## src/rtl/decode_hazard_ctrl_pkg.sv

```systemverilog
// Shared types and constants for the decode-stage hazard/bypass controller.
package decode_hazard_ctrl_pkg;

  localparam int RegW = 5;

  localparam logic [6:0] OP_LD0  = 7'h10;
  localparam logic [6:0] OP_LD1  = 7'h11;
  localparam logic [6:0] OP_ST0  = 7'h12;
  localparam logic [6:0] OP_ST1  = 7'h13;
  localparam logic [6:0] OP_BEQ  = 7'h30;
  localparam logic [6:0] OP_JUMP = 7'h31;

  // R-format is any opcode with the masked bits clear; M-class covers 0x10..0x13
  localparam logic [6:0] OP_R_MASK = 7'h70;
  localparam logic [6:0] OP_M_MASK = 7'h7C;
  localparam logic [6:0] OP_M_BASE = 7'h10;

  typedef enum logic [1:0] {
    BP_RF  = 2'd0,
    BP_ALU = 2'd1,
    BP_MEM = 2'd2,
    BP_WB  = 2'd3
  } bypass_sel_e;

  typedef enum logic [1:0] {
    ST_RUN        = 2'd0,
    ST_LOAD_STALL = 2'd1,
    ST_FLUSH      = 2'd2
  } hz_state_e;

  typedef struct packed {
    logic            valid;
    logic [RegW-1:0] rd;
    logic            isLoad;
  } slot_t;

  function automatic logic slotHit(input slot_t s, input logic [RegW-1:0] src);
    return s.valid && (s.rd == src) && (src != '0);
  endfunction

endpackage

```

## src/rtl/decode_hazard_ctrl_operand_match.sv

```systemverilog
// Per-operand bypass select: youngest matching slot wins, a load in ALU is a hazard.
module hazard_operand_match
  import decode_hazard_ctrl_pkg::*;
(
  input  logic [RegW-1:0] src_i,
  input  logic            use_i,
  input  slot_t           slotAlu_i,
  input  slot_t           slotMem_i,
  input  slot_t           slotWb_i,
  output bypass_sel_e     sel_o,
  output logic            loadUse_o
);

  logic unusedFlags;
  assign unusedFlags = slotMem_i.isLoad ^ slotWb_i.isLoad;

  always_comb begin
    sel_o     = BP_RF;
    loadUse_o = 1'b0;
    if (use_i) begin
      if (slotHit(slotAlu_i, src_i)) begin
        if (slotAlu_i.isLoad) loadUse_o = 1'b1;
        else                  sel_o     = BP_ALU;
      end else if (slotHit(slotMem_i, src_i)) begin
        sel_o = BP_MEM;
      end else if (slotHit(slotWb_i, src_i)) begin
        sel_o = BP_WB;
      end
    end
  end

endmodule

```

## src/rtl/decode_hazard_ctrl.sv

```systemverilog
// Decode-stage hazard controller: tracks ALU/MEM/WB destinations, drives stall and bypass selects.
module decode_hazard_ctrl
  import decode_hazard_ctrl_pkg::*;
#(
  parameter int REG_ADDR_W   = 5,
  parameter int FLUSH_CYCLES = 1,
  parameter int PERF_CNT_W   = 16
) (
  input  logic                  clock,
  input  logic                  reset_c,
  input  logic                  fetch_instr_valid,
  input  logic [31:0]           fetch_instr_data,
  input  logic                  pipe_stall,
  input  logic                  excV,
  output logic                  stall_decode,
  output logic                  issue_valid,
  output logic [1:0]            bypass_sel_a,
  output logic [1:0]            bypass_sel_b,
  output logic [REG_ADDR_W-1:0] rd_alu,
  output logic [REG_ADDR_W-1:0] rd_mem,
  output logic [REG_ADDR_W-1:0] rd_wb,
  output logic [PERF_CNT_W-1:0] stall_cnt
);

  localparam logic [2:0] FlushLoad = 3'(FLUSH_CYCLES);

  logic [6:0]      opcode;
  logic [RegW-1:0] rdF, raF, rbF, srcB;
  logic            isR, isLd, isSt, isBeq;
  logic            useA, useB, writesRd;
  logic            unusedLowBits;

  assign opcode        = fetch_instr_data[31:25];
  assign rdF           = fetch_instr_data[24:20];
  assign raF           = fetch_instr_data[19:15];
  assign rbF           = fetch_instr_data[14:10];
  assign unusedLowBits = ^fetch_instr_data[9:0];

  assign isR   = (opcode & OP_R_MASK) == 7'h00;
  assign isLd  = (opcode == OP_LD0) || (opcode == OP_LD1);
  assign isSt  = (opcode == OP_ST0) || (opcode == OP_ST1);
  assign isBeq = (opcode == OP_BEQ);

  // Stores forward their data register (rd field) through the second operand path
  assign useA     = isR | isLd | isSt | isBeq;
  assign useB     = isR | isBeq | isSt;
  assign srcB     = isSt ? rdF : rbF;
  assign writesRd = (isR | isLd) && (rdF != '0);

  slot_t       slotAlu_q, slotMem_q, slotWb_q;
  slot_t       slotAlu_d, slotMem_d, slotWb_d;
  hz_state_e   state_q;
  logic [2:0]  flushCnt_q;
  logic [PERF_CNT_W-1:0] stallCnt_q;

  bypass_sel_e selA, selB;
  logic        luA, luB, loadUse;

  hazard_operand_match uMatchA (
    .src_i     (raF),
    .use_i     (useA),
    .slotAlu_i (slotAlu_q),
    .slotMem_i (slotMem_q),
    .slotWb_i  (slotWb_q),
    .sel_o     (selA),
    .loadUse_o (luA)
  );

  hazard_operand_match uMatchB (
    .src_i     (srcB),
    .use_i     (useB),
    .slotAlu_i (slotAlu_q),
    .slotMem_i (slotMem_q),
    .slotWb_i  (slotWb_q),
    .sel_o     (selB),
    .loadUse_o (luB)
  );

  assign loadUse      = fetch_instr_valid & (luA | luB);
  assign stall_decode = pipe_stall | loadUse | (state_q == ST_FLUSH) | excV;
  assign issue_valid  = fetch_instr_valid & ~stall_decode;
  assign bypass_sel_a = selA;
  assign bypass_sel_b = selB;

  assign rd_alu    = REG_ADDR_W'(slotAlu_q.valid ? slotAlu_q.rd : '0);
  assign rd_mem    = REG_ADDR_W'(slotMem_q.valid ? slotMem_q.rd : '0);
  assign rd_wb     = REG_ADDR_W'(slotWb_q.valid  ? slotWb_q.rd  : '0);
  assign stall_cnt = stallCnt_q;

  always_comb begin
    slotAlu_d = slotAlu_q;
    slotMem_d = slotMem_q;
    slotWb_d  = slotWb_q;
    if (excV) begin
      slotAlu_d = '0;
      slotMem_d = '0;
      slotWb_d  = '0;
    end else if (!pipe_stall) begin
      slotWb_d         = slotMem_q;
      slotMem_d        = slotAlu_q;
      slotAlu_d.valid  = issue_valid & writesRd;
      slotAlu_d.rd     = rdF;
      slotAlu_d.isLoad = isLd;
    end
  end

  always_ff @(posedge clock) begin
    if (reset_c) begin
      slotAlu_q <= '0;
      slotMem_q <= '0;
      slotWb_q  <= '0;
    end else begin
      slotAlu_q <= slotAlu_d;
      slotMem_q <= slotMem_d;
      slotWb_q  <= slotWb_d;
    end
  end

  // Exception handling overrides every other transition, including a frozen pipe
  always_ff @(posedge clock) begin
    if (reset_c) begin
      state_q    <= ST_RUN;
      flushCnt_q <= 3'd0;
    end else if (excV) begin
      state_q    <= ST_FLUSH;
      flushCnt_q <= FlushLoad;
    end else begin
      case (state_q)
        ST_RUN: begin
          if (!pipe_stall && loadUse) state_q <= ST_LOAD_STALL;
        end
        ST_LOAD_STALL: begin
          if (!pipe_stall) state_q <= ST_RUN;
        end
        ST_FLUSH: begin
          if (flushCnt_q <= 3'd1) begin
            state_q    <= ST_RUN;
            flushCnt_q <= 3'd0;
          end else begin
            flushCnt_q <= flushCnt_q - 3'd1;
          end
        end
        default: state_q <= ST_RUN;
      endcase
    end
  end

  always_ff @(posedge clock) begin
    if (reset_c)                              stallCnt_q <= '0;
    else if (stall_decode && stallCnt_q != '1) stallCnt_q <= stallCnt_q + 1'b1;
  end

endmodule

```

## config.mk

```make
export PLATFORM = sky130hd
export DESIGN_NAME = decode_hazard_ctrl
export DESIGN_NICKNAME = d
export VERILOG_FILES = /design/src/rtl/decode_hazard_ctrl_pkg.sv /design/src/rtl/decode_hazard_ctrl_operand_match.sv /design/src/rtl/decode_hazard_ctrl.sv
export SDC_FILE = /design/constraint.sdc
export NUM_CORES = 1
export LEC_CHECK = 0
export CAP_MARGIN = 20
export CORE_ASPECT_RATIO = 0.6
export CORE_MARGIN = 1.5
export CORE_UTILIZATION = 48
export DETAILED_ROUTE_END_ITERATION = 8
export PLACE_DENSITY = 0.89
export SYNTH_ARGS = -nofsm -noshare
export SYNTH_HDL_FRONTEND = slang
export SYNTH_HIERARCHICAL = 1
export SYNTH_SLANG_ARGS = --single-unit
```

## constraint.sdc

```tcl
create_clock -name clock -period 5.36 [get_ports clock]
set_clock_uncertainty 0.1 [all_clocks]
set_input_delay 1.072 -clock clock [delete_from_list [all_inputs] [get_ports clock]]
set_output_delay 1.072 -clock clock [all_outputs]
set_load 0.01 [all_outputs]
```

==> results.yml, run 1 <==
worst_setup_path:
  slowest_delay_ns: 0.58
  r2r_setup_slack_ns: 2.48
  cp_slowest_cell: "clkdlybuf4s50_1"
  critPathTopFamily: "buffers and inverters"
  worstSetupPathType: "input pin to primary output"
  worst-path-buf-inv: 4
  arrival_ns: 4.02
  cp-end-kind: "primary output"
  path_cells: "clkdlybuf4s50_1 -> nor2_2 -> nand4_1 -> buf_4 -> mux2_2 -> buf_4 -> xnor2_1 -> nand4_1 -> or4_4 -> o32ai_2 -> clkdlybuf4s50_1"
  worst_setup_path_start_kind: "input pin"
  worstPathMaxFanout: 5
  r2r-start: "slotAlu_q[3]$_SDFFE_PP0N_"
  ff2ff_path_depth: 10
  crit_required_ns: 4.19
  r2r_end: "stall_cnt[9]$_SDFFE_PP0P_"
placement:
  gp_congestion: 0.9410
  numPortBuffers: 63
  dp.cells: 435
  place_area_sq_mm: 0.003379
  post-place-ws_ns: -0.06780
  place_hpwl_um: 5256
clocking:
  h-tree-depth: 2
  cts_tree: "done"
  cts_hold_buf: 0
  numClockSinks: 40
  clk_path_buf_depth: 2
  cts_root_buf: "clkbuf_8"
  clkTransAtPathRegs_ns: 0.08
  clock_latency_ns: 0.29
  cts-buffers-inserted: 5
power_and_ir_drop:
  p_total_mw: 0.6537
  powerDensity_mw_per_mm2: 187.5
  clkPwrFrac: 0.373
  swShare: 0.2454
  combPwrFrac: 0.154
  intPower_mw: 0.4933
  vdd_drop_max_mv: 0.1369
  p_leak_nw: 1.234
  p_sw_mw: 0.1604
  power_frac_seq: 0.473
sta:
  hold_violations: 0
  setup_violations: 0
  hold_slack_ns: 0.3545
  min_period_ns: 5.197
  slew_violations: 0
  final.setup.worst_slack_ns: 0.1630
  finalCritPeriodShare: 0.9696
  relSlewSlack: 0.4213
  grt_setup_unrepaired: "false"
  worst_pin_slew_ns: 0.8616
  fmax_mhz: 192.4
floorplanning:
  core_area_sq_mm: 0.005130
  ios: 74
  std_cell_rows: 20
  dieArea_sq_mm: 0.005865
  die_height_um: 59.93
  start_util: 0.5054
  die_width_um: 97.88
global_routing:
  grt_pass1_wl_um: 10670
  grt_antenna_before_repair: 0
  first_global_vias: 2152
  grt_use_total: 0.2306
  grt.overflow.total: 0
  grt_max_degree: 29
route:
  ant_nets: 0
  vias_per_cell: 5.609
  first_iter_violations: 171
  drc: 0
  via_count: 2485
  drt_wl_total_um: 6810
  drtPass1Iterations: 4
  post_drt_wl_per_cell_um: 15.37
finish:
  layout-drive-gt1-share: 0.1459
  mostFrequentLayoutCells: "clkdlybuf4s50_1 (61), dfxtp_1 (40), nor2_1 (35)"
  mostFrequentLayoutCell: "clkdlybuf4s50_1"
  diodes: 0
  finalInstanceArea_sq_mm: 0.003487
  areaGrowthSynthToFinish_pct: 34.51
  final_cells: 443
  nets: 416
flow_run:
  maxCapViolations: 0
hold_path:
  hp-class: "register to register"
  whs_endpoint: "state_q[0]$_SDFFE_PP0P_"
  holdCritStartpoint: "state_q[1]$_SDFFE_PP0P_"
  holdPathStages: 1
logic_synthesis:
  synth_nets: 340
  yosysWarnings: 6
  syn_inst: 300
  syn_avg_cell_area_sq_um: 8.642
  synth_area_sq_mm: 0.002592
run_status:
  status: "complete, no violations"
## through the flow
step | utilization | setup TNS (ns)
floorplan | - | 0
global placement | 0.6588 | 0
finish | 0.6798 | 0
detailed placement | 0.6588 | -0.1277
CTS | 0.6798 | 0
global route | 0.6798 | 0
## power by group through the flow
stage | clock network (mW) | logic [mW] | registers, mW
global placement | 0 | 0.0968 | 0.316
detailed placement | 0 | 0.0996 | 0.316
finish | 0.244 | 0.101 | 0.309
global route | 0.261 | 0.109 | 0.310
CTS | 0.249 | 0.100 | 0.309
floorplan | 0 | 0.0520 | 0.315
## area by class of cell
cell class              count  area [sq um]
clock buffers               6         72.57
well taps                  66         82.58
repair buffers             81         763.2
multi-input cells         242          1710
inverters                   6         22.52
clock inverters             2         35.03
fillers                   398          1643
flip-flops and latches     40         800.8
## registers in the layout (all words and copies together) (netlist names)
| register | flops |
|---|---|
| flushCnt_q | 3 |
| state_q | 2 |
| slotWb_q | 6 |
| slotMem_q | 6 |
| stall_cnt | 16 |
| slotAlu_q | 7 |
## timing repair
action                                  in CTS  in global routing
endpoints found under the setup margin       2                  1
gates resized for setup                      3                  0
hold endpoints to repair                     0                  0
pin swaps                                    0                  2
buffers inserted                             0                  0
## worst max-delay path by stage
stage	startpoint	end	slack [ns]	cells past startpoint
2_1_floorplan	fetch_instr_data[28]	issue_valid	0.45	12
4_1_cts	fetch_instr_data[28]	stall_decode	0.14	14
3_3_place_gp	fetch_instr_data[31]	issue_valid	0.003	13
3_5_place_dp	fetch_instr_data[28]	issue_valid	-0.07	13
5_1_grt	fetch_instr_data[28]	stall_decode	0.05	14
6_report	fetch_instr_data[28]	bypass_sel_b[0]	0.16	11
## routing by layer
layer / wire (um) / up-vias / track usage
met5: 0 / - / 0
met1: 3390 / 1185 / 0.3548
li1: - / 1228 / -
met2: 2879 / 68 / 0.3330
met4: 18 / 0 / 0.03265
met3: 522 / 4 / 0.05146
Power figures use the tool's default switching activity.
==> run 2: changes to the inputs <==
==> constraint.sdc (replaced) <==
create_clock -name clock -period 5.64 [get_ports clock]
set_clock_uncertainty 0.1 [all_clocks]
set_input_delay 1.128 -clock clock [delete_from_list [all_inputs] [get_ports clock]]
set_output_delay 1.128 -clock clock [all_outputs]
set_load 0.01 [all_outputs]
==> run 2 against run 1 <==
Global-route usage rose by 0.15 points. Sequential cell count did not move. Wire length rose by 3.2%. Via count fell by 0.16%. Critical path type unchanged. Critical endpoint is now stall_decode. Highest routed layer unchanged.
==> results.yml, run 2 (synthesized netlist as in run 1, its figures left out) <==
run_status:
  status: "complete, no violations"
worst_setup_path:
  worstPathMaxFanout: 5
  ff2ff_path_depth: 10
  cp_slowest_cell: "clkdlybuf4s50_1"
  slowest_delay_ns: 0.55
  r2r_setup_slack_ns: 2.73
  worst_setup_path_start_kind: "input pin"
  path_cells: "clkdlybuf4s50_1 -> nor2_2 -> nand4_1 -> buf_4 -> mux2_2 -> buf_4 -> xnor2_1 -> nand4_1 -> or3_1 -> nor2_1 -> o21a_1 -> nor4_4 -> buf_4 -> inv_1 -> clkdlybuf4s50_1"
  worst-path-buf-inv: 6
  arrival_ns: 4.33
  cp-end-kind: "primary output"
  crit_required_ns: 4.41
  r2r-start: "slotAlu_q[3]$_SDFFE_PP0N_"
  critPathTopFamily: "buffers and inverters"
  r2r_end: "stall_cnt[15]$_SDFFE_PP0P_"
  crit_top_cell: "buf_4"
  worstSetupPathType: "input pin to primary output"
finish:
  nets: 412
  regArea_sq_um: 800.8
  finalInstanceArea_sq_mm: 0.003468
  layout-drive-gt1-share: 0.1421
  mostFrequentLayoutCells: "clkdlybuf4s50_1 (62), dfxtp_1 (40), nor2_1 (34)"
  n_fill_cell: 399
  largest_reg_flops: 16
  multi_input_area_sq_mm: 0.001713
  diodes: 0
  areaGrowthSynthToFinish_pct: 33.78
  mostFrequentLayoutCell: "clkdlybuf4s50_1"
floorplanning:
  ios: 74
  die_height_um: 59.93
  start_util: 0.5054
  core_area_sq_mm: 0.005130
  dieArea_sq_mm: 0.005865
  die_width_um: 97.88
  std_cell_rows: 20
clocking:
  clkTransAtPathRegs_ns: 0.08
  cts_tree: "done"
  clock_latency_ns: 0.29
  h-tree-depth: 2
  clk_path_buf_depth: 2
  cts-buffers-inserted: 5
  cts_root_buf: "clkbuf_8"
  numClockSinks: 40
  cts_hold_buf: 0
route:
  ant_nets: 0
  vias_per_cell: 5.651
  post_drt_wl_per_cell_um: 16.00
  drc: 0
  first_iter_violations: 184
  drt_wl_total_um: 7025
  via_count: 2481
  drtPass1Iterations: 4
placement:
  place_hpwl_um: 5268
  post-place-ws_ns: -0.01047
  numPortBuffers: 63
  gp_congestion: 0.9521
  place_area_sq_mm: 0.003327
sta:
  worst_pin_slew_ns: 0.8581
  hold_slack_ns: 0.3491
  relSlewSlack: 0.4236
  slew_violations: 0
  finalCritPeriodShare: 0.9855
  hold_violations: 0
  setup_tns_ns: 0
  final.setup.worst_slack_ns: 0.08150
  fmax_mhz: 179.9
  setup_violations: 0
  min_period_ns: 5.558
global_routing:
  grt_antenna_before_repair: 0
  grt_pass1_wl_um: 10660
  grt_max_degree: 29
  grt_use_total: 0.2321
  first_global_vias: 2160
  grt_most_used_layer: "met1"
  use_met2: 0.3389
  grt.overflow.total: 0
  grtUsageMet1: 0.3438
  use_met3: 0.05848
hold_path:
  whs_endpoint: "state_q[0]$_SDFFE_PP0P_"
  holdPathStages: 1
  holdCritStartpoint: "state_q[1]$_SDFFE_PP0P_"
  hp-class: "register to register"
power_and_ir_drop:
  vdd_drop_max_mv: 0.1162
  p_leak_nw: 1.230
  powerDensity_mw_per_mm2: 180.0
flow_run:
  maxCapViolations: 0
==> run 2: changes by cell type in the layout (fill, tap and decap cells not counted) <==
cell,before,now
clkbuf_1,1,0
dlymetal6s2s_1,0,1
nor2_2,3,4
buf_4,18,14
clkinvlp_4,0,1
clkdlybuf4s50_1,61,62
nor2_1,35,34
dlygate4sd2_1,2,0
==> run 2: layer usage <==
layer,vias up,part of all wire
met3,4,0.075
li1,1213,-
met4,0,0.0038
met2,95,0.43
met5,-,0
met1,1169,0.49
==> run 2: layout make-up <==
type | instances | area share
Multi-Input combinational cell | 242 | 0.4939
Sequential cell | 40 | 0.2309
Timing Repair Buffer | 77 | 0.2128
Tap cell | 66 | 0.02381
Clock buffer | 5 | 0.01984
Clock inverter | 3 | 0.01227
Inverter | 6 | 0.006493
==> run 2: through the flow <==
stage / utilization / std cells / power [mW]
after floorplan: - / 300 / 0.3490
after global placement: 0.6485 / 428 / 0.3894
after detailed placement: 0.6485 / 428 / 0.3929
after CTS: 0.6717 / 437 / 0.6266
after global routing: 0.6761 / 439 / 0.6502
final: 0.6761 / 439 / 0.6243
==> run 2: how the worst max path moves through the flow <==
stage | from | endpoint | depth (start not counted)
after floorplan | fetch_instr_data[28] | issue_valid | 12
after global placement | fetch_instr_data[28] | issue_valid | 12
after detailed placement | fetch_instr_data[28] | issue_valid | 12
after CTS | fetch_instr_data[28] | issue_valid | 13
after global routing | fetch_instr_data[31] | stall_decode | 15
final | fetch_instr_data[31] | stall_decode | 15
==> run 2: worst reg2reg max path: cells and delay by family (launching register included) <==
family / cells / cell delay, ns
xor gates and xnor gates: 1 / 0.15
AOI/OAI and AO/OA: 1 / 0.23
muxes: 1 / 0.38
and+or+nand+nor: 5 / 1.13
DFF: 1 / 0.46
buffers and inverters: 2 / 0.35
==> run 2: power by group <==
group          internal (mW)  switching [mW]  total, mW
clock                  0.131           0.104      0.235
sequential             0.287         0.00715      0.294
combinational         0.0491          0.0466     0.0957
total                  0.467           0.157      0.624
==> run 2: repair_timing <==
action	in CTS	in global routing
setup endpoints to repair	2	2
setup buffers	1	2
gates resized for setup	0	3
pin swaps	1	2
==> run 3: changes to the inputs <==
--- a/config.mk
+++ b/config.mk
@@ -10,7 +10,7 @@
 export CORE_MARGIN = 1.5
 export CORE_UTILIZATION = 48
 export DETAILED_ROUTE_END_ITERATION = 8
-export PLACE_DENSITY = 0.89
+export PLACE_DENSITY = 0.8
 export SYNTH_ARGS = -nofsm -noshare
 export SYNTH_HDL_FRONTEND = slang
 export SYNTH_HIERARCHICAL = 1
==> run 3 against run 2 <==
Clock-buffer cell count stayed put. First-iteration DRC count is 18% lower. Hold slack better by 0.00095 ns. Sequential cell count is the same. Power about the same. Critical endpoint is now bypass_sel_b[0].
==> results.yml, run 3 (synthesized netlist as in run 1, its figures left out) <==
run_status:
  status: "complete, no violations"
route:
  drtPass1Iterations: 4
  first_iter_violations: 150
  post_drt_wl_per_cell_um: 15.25
  drt_wl_total_um: 6680
  via_count: 2432
  drc: 0
  ant_nets: 0
  vias_per_cell: 5.553
hold_path:
  hp-class: "register to register"
  holdCritStartpoint: "state_q[1]$_SDFFE_PP0P_"
power_and_ir_drop:
  vdd_drop_max_mv: 0.1172
  p_leak_nw: 1.229
  powerDensity_mw_per_mm2: 180.0
  p_total_mw: 0.6238
sta:
  final.setup.worst_slack_ns: 0.3835
  setup_violations: 0
  fmax_mhz: 190.2
  worst_pin_slew_ns: 0.9494
  hold_violations: 0
  min_period_ns: 5.256
  setup_tns_ns: 0
  finalCritPeriodShare: 0.9320
  slew_violations: 0
  grt_setup_unrepaired: "false"
  relSlewSlack: 0.3651
floorplanning:
  die_height_um: 59.93
  dieArea_sq_mm: 0.005865
  ios: 74
  std_cell_rows: 20
  start_util: 0.5054
  die_width_um: 97.88
  core_area_sq_mm: 0.005130
finish:
  largest_reg_flops: 16
  areaGrowthSynthToFinish_pct: 33.64
  mostFrequentLayoutCell: "clkdlybuf4s50_1"
  diodes: 0
  mostFrequentLayoutCells: "clkdlybuf4s50_1 (61), dfxtp_1 (40), nor2_1 (35)"
  final_cells: 438
  layout-drive-gt1-share: 0.1371
  finish.utilization: 0.6754
  nets: 411
worst_setup_path:
  cp-end-kind: "primary output"
  cp_slowest_cell: "clkdlybuf4s50_1"
  worst-path-buf-inv: 4
  slowest_delay_ns: 0.57
  r2r-start: "slotAlu_q[2]$_SDFFE_PP0N_"
  worst_setup_path_start_kind: "input pin"
  worstPathMaxFanout: 5
  arrival_ns: 4.03
  worstSetupPathType: "input pin to primary output"
  cp-startpoint: "fetch_instr_data[28]"
  r2r_setup_slack_ns: 2.85
  crit_required_ns: 4.41
  path_cells: "clkdlybuf4s50_1 -> nor2_2 -> nand4_1 -> buf_4 -> mux2_2 -> buf_4 -> xnor2_1 -> nand4_1 -> or4_4 -> o32ai_2 -> clkdlybuf4s50_1"
  critPathTopFamily: "buffers and inverters"
clocking:
  clkTransAtPathRegs_ns: 0.08
  numClockSinks: 40
  cts-buffers-inserted: 5
  h-tree-depth: 2
  clock_latency_ns: 0.29
  cts_root_buf: "clkbuf_8"
  clk_path_buf_depth: 2
  cts_tree: "done"
  cts_hold_buf: 0
global_routing:
  grt_pass1_wl_um: 10850
  grt_antenna_before_repair: 0
  grt_use_total: 0.2349
  grt.overflow.total: 0
  grt_max_degree: 29
  first_global_vias: 2176
placement:
  place_hpwl_um: 5089
  gp_congestion: 0.9047
  numPortBuffers: 63
  dp.cells: 429
  post-place-ws_ns: 0.007690
flow_run:
  maxCapViolations: 0
[run 3: repair_timing]
action                                  CTS  global route
gates cloned                              0             0
endpoints found under the setup margin    1             2
buffers inserted                          0             1
resized for setup                         1             3
pin swaps                                 0             2
[run 3: per-layer routing]
metal,GRT usage,part of all wire,vias up
met5,0,0,-
met4,0.04898,0.0060,0
met3,0.04444,0.078,4
li1,-,-,1211
met2,0.3320,0.41,79
met1,0.3645,0.50,1138
[run 3: worst paths after layout]
path,end,cells past startpoint
max,bypass_sel_b[0],11
min,state_q[0]$_SDFFE_PP0P_,1
max reg2reg,stall_cnt[9]$_SDFFE_PP0P_,9
min reg2reg,state_q[0]$_SDFFE_PP0P_,1
[run 3: through the flow]
stage	instance area, sq um	hold WS [ns]
after floorplan	2592	0.3171
after global placement	3334	0.3288
after detailed placement	3334	0.3375
after CTS	3450	0.3542
after global routing	3465	0.3843
final	3465	0.3501
[run 3: cell type report]
| cell class | instances | area, sq um |
|---|---|---|
| Multi-Input combinational cell | 242 | 1710 |
| Fill cell | 422 | 1665 |
| Sequential cell | 40 | 800.8 |
| Timing Repair Buffer | 76 | 737.0 |
| Tap cell | 66 | 82.58 |
| Clock buffer | 5 | 68.82 |
| Clock inverter | 3 | 42.54 |
| Inverter | 6 | 22.52 |
[run 3: worst register-to-register path, delay by kind of cell, from the launching register on]
kind                      cells  cell delay, ns
and+or+nand+nor               5            1.21
buffers and inverters         1            0.20
muxes                         1            0.38
DFF                           1            0.43
xor gates and xnor gates      1            0.18
AOI/OAI and AO/OA             1            0.20
[run 3: power breakdown]
group / switching [mW] / internal [mW] / total, mW
Clock: 0.105 / 0.131 / 0.236
Combinational: 0.0446 / 0.0489 / 0.0935
Sequential: 0.00717 / 0.287 / 0.294
